File: src/rtl/bf16_pack_fifo.sv
// Packs bfloat16 result fields into {sign, exponent, mantissa} words and buffers
// them in a small FIFO with a sticky overflow flag for words dropped while full.
module bf16_pack_fifo #(
   parameter int MAN_WIDTH = 7,
   parameter int EXP_WIDTH = 8,
   parameter int DEPTH     = 4
) (
   input  logic                           clk,
   input  logic                           rst,
   input  logic                           valid_i,
   input  logic                           sgn_i,
   input  logic [EXP_WIDTH-1:0]           exp_i,
   input  logic [MAN_WIDTH-1:0]           mantissa_i,
   input  logic                           ready_i,
   output logic                           valid_o,
   output logic [EXP_WIDTH+MAN_WIDTH:0]   data_o,
   output logic [$clog2(DEPTH):0]         count_o,
   output logic                           full_o,
   output logic                           ovf_o
);

   localparam int W  = 1 + EXP_WIDTH + MAN_WIDTH;
   localparam int AW = $clog2(DEPTH);
   localparam int CW = AW + 1;
   localparam logic [CW-1:0] FULL_CNT = CW'(DEPTH);

   logic [W-1:0]    mem [DEPTH];
   logic [AW-1:0]   wr_ptr;
   logic [AW-1:0]   rd_ptr;
   logic [CW-1:0]   count;
   logic            ovf;
   logic            push;
   logic            pop;
   logic [W-1:0]    packed_word;

   // Handshake: a word leaves on a rising edge where valid_o && ready_i; an
   // incoming word is taken whenever there is room or a pop frees a slot in the
   // same cycle, otherwise it is dropped and ovf_o latches high until reset.
   always_comb begin
      pop  = (count != '0) && ready_i;
      push = valid_i && ((count != FULL_CNT) || pop);
   end

   // Zero exponent means denormal: flush the fraction to get a signed zero.
   always_comb begin
      packed_word = {sgn_i, exp_i, mantissa_i};
      if (exp_i == '0)
         packed_word[MAN_WIDTH-1:0] = '0;
   end

   always_ff @(posedge clk) begin
      if (push)
         mem[wr_ptr] <= packed_word;
   end

   // Pointers wrap naturally because DEPTH is a power of two.
   always_ff @(posedge clk or negedge rst) begin
      if (!rst) begin
         wr_ptr <= '0;
         rd_ptr <= '0;
         count  <= '0;
         ovf    <= 1'b0;
      end else begin
         if (push)
            wr_ptr <= wr_ptr + AW'(1);
         if (pop)
            rd_ptr <= rd_ptr + AW'(1);
         if (push && !pop)
            count <= count + CW'(1);
         else if (pop && !push)
            count <= count - CW'(1);
         if (valid_i && !push)
            ovf <= 1'b1;
      end
   end

   always_comb begin
      valid_o = (count != '0);
      full_o  = (count == FULL_CNT);
      count_o = count;
      ovf_o   = ovf;
      data_o  = valid_o ? mem[rd_ptr] : '0;
   end

endmodule

File: config.mk
export PLATFORM = sky130hd
export DESIGN_NAME = bf16_pack_fifo
export DESIGN_NICKNAME = d
export VERILOG_FILES = /design/src/rtl/bf16_pack_fifo.sv
export SDC_FILE = /design/constraint.sdc
export NUM_CORES = 1
export LEC_CHECK = 0
export CAP_MARGIN = 20
export CORE_UTILIZATION = 48
export DETAILED_ROUTE_END_ITERATION = 8
export PLACE_DENSITY = 0.79
export SYNTH_ARGS = -nofsm -noshare
export SYNTH_HDL_FRONTEND = slang
export SYNTH_SLANG_ARGS = --single-unit
File: constraint.sdc
create_clock -name clk -period 2.2 [get_ports clk]
set_input_delay 0.33 -clock clk [delete_from_list [all_inputs] [get_ports clk]]
set_output_delay 0.33 -clock clk [all_outputs]
set_load 0.02 [all_outputs]
==> run summary <==
status -> finished, final reports clean
routed vias -> 1563
Slew Limit Fails -> 0
Worst setup EP type -> output pin
FP Rows -> 28
Pre-Repair DR Iteration Count -> 6
most common cell in the netlist -> edfxtp_1
first-pass GRT wire length -> 8440 um
Total GRT Usage -> 18.8%
Design Area, Final -> 3760 um^2
Syn Area/Cell -> 19.9 um^2
worst rel slew slack -> 73.5%
pwr/cell area -> 1360 nW/um^2
pre-CTS setup slack -> -0.0442 ns
die width -> 80.7 um
# diodes -> 0
IO Count -> 42
post-synthesis sequential area ratio -> 71.4%
root buf cell -> clkbuf_8
Routability Congestion -> 0.665
net count after synthesis -> 175
final setup margin -> 0.0388 ns
filler instances -> 430
Initial Utilization -> 49.9%
WL final -> 5400 um
grt total ovfl -> 0
Final period util -> 98.2%
CTS tree -> done
top-area cell type share of the netlist area -> 64.7%
final setup fails -> 0
H-tree Lvls -> 3
Tmin final -> 2.16 ns
kind of critical path -> flip-flop to output pin
Mapped Area -> 2970 um^2
Layout Nets -> 238
clk_skew -> 0.00559 ns
worst endpoint required time -> 1.87 ns
fmax -> 463 MHz
crit path launch type -> flip-flop
max cap viols -> 0
Final Hold Vio Count -> 0
Hold Path Class -> input pin to async pin
Slew @ Worst Pin -> 0.396 ns
Routed Antenna Nets -> 0
Most used DFF post-synth -> edfxtp_1
layout cells sized above 1 -> 28.1%
clock tree buffer depth -> 2
largest net degree at the start of global routing -> 19
Post-Syn Instances -> 149
CP arrival -> 1.83 ns
RSZ-0062 raised after global routing -> true
Lkg Pwr -> 1.36 nW
CP max FO -> 4
vias in the first global route -> 1653
clock latency on the worst-skew pair -> 0.34 ns
die height -> 80.7 um
Cell variety after synth -> 23
Via density -> 5.35
maximum VDD drop -> 0.000705 V
largest cells by area after synthesis -> edfxtp_1 (65%), mux4_1 (7.1%), dfrtp_1 (6.7%), mux4_2 (6.1%), and2_1 (5.7%)
port bufs -> 41
dpl cell area -> 3600 um^2
hpwl dp -> 3560 um
post-synth top area cell -> edfxtp_1
total die area -> 6510 um^2
CTS sink cnt -> 72
Worst-path clk slew -> 0.07 ns
core box area -> 5960 um^2
synthesis-stage register bit count -> 72
Wirelength per Cell -> 18.5 um
initial DRC count -> 54
DR DRC count -> 0
total CTS buffers -> 9
Synth-to-Final Area Change -> 26.7%
final core utilization -> 63.2%
initial antenna violation count -> 0
Synth async-reset ratio -> 11.1%
Syn. warnings -> 0
synth cell count leaders -> edfxtp_1 (64), and2_1 (27), dfrtp_1 (8), mux4_1 (8), mux4_2 (8)
Post-synth EDFFs -> 64
## registers in the layout, summed over array words and instances (netlist names)
signal	flops
wr_ptr	2
rd_ptr	2
mem	64
count_o	3
ovf_o	1
## layout make-up
type | instances | area (um^2) | area share, %
clock buffers | 13 | 139 | 3.69
clock inverters | 3 | 42.5 | 1.13
inverters | 4 | 15.0 | 0.399
multi-input cells | 67 | 798 | 21.2
flip-flops and latches | 72 | 2120 | 56.4
well taps | 75 | 93.8 | 2.49
repair buffers | 58 | 552 | 14.7
## worst max-delay path, cell delays in order, from the launching register on
cell,delay [ns]
dfrtp_2,0.43
bufbuf_16,0.28
mux4_2,0.48
and2_1,0.16
buf_2,0.15
## where the power goes
group          internal, mW  switching (mW)
logic                  1.12            1.09
registers              1.83           0.117
clock network         0.524           0.448
## worst paths after layout
kind,slack [ns],cells past startpoint,end,from
worst max-delay path,0.04,4,data_o[9],rd_ptr[0]
min in group clk,0.49,1,ovf_o,ovf_o
worst max register to register,0.13,8,count_o[2],count_o[2]
worst min register to register,0.49,1,ovf_o,ovf_o
worst min-delay path,0.28,1,count_o[1],rst
max in group asynchronous,1.62,1,rd_ptr[0],rst
## metal layers
layer  up-vias  wire length (um)  global-route usage [%]
met4         0                61                    6.43
met3         6               293                    5.68
li1        710                 -                       -
met1       791              2050                    21.1
met2        56              2990                    33.7
met5         -                 0                       0
## cells in the final DEF (no fill, tap or decap), types with 4 or more instances in the layout
cell and instances:
mux4_1 8, buf_4 9, buf_12 5, inv_1 4
and2_1 27, clkbuf_8 9, xnor2_1 4, ha_1 5
clkbuf_1 4, clkdlybuf4s50_1 24, buf_2 14, mux4_2 8
edfxtp_1 64, dfrtp_1 7
## stage by stage
stage,TNS (ns),hold slack [ns],power (mW),std cells
5_1_grt,-0.102,0.295,5.40,292
3_5_place_dp,-0.0442,0.475,4.31,273
4_1_cts,-0.0638,0.287,5.23,291
3_3_place_gp,0,0.457,4.21,273
6_report,0,0.282,5.13,292
2_1_floorplan,0,0.0344,3.30,149
## kinds of logic after synthesis
family                     synth area share [%]
buffers and inverters                      2.19
DFF                                        71.4
xor gates and xnor gates                   1.77
AOI/OAI and AO/OA                         0.674
adders and majority gates                  2.78
muxes                                      13.9
and+or+nand+nor                            7.28
## what timing repair did
action                                  4_1_cts  5_1_grt
pin swaps                                     0        1
hold buffers                                  0        0
resized for setup                            58       10
setup buffers                                 1        1
endpoints found under the setup margin       18       13
cloned                                        1        0
No activity file was read; power rests on OpenSTA's default activity.
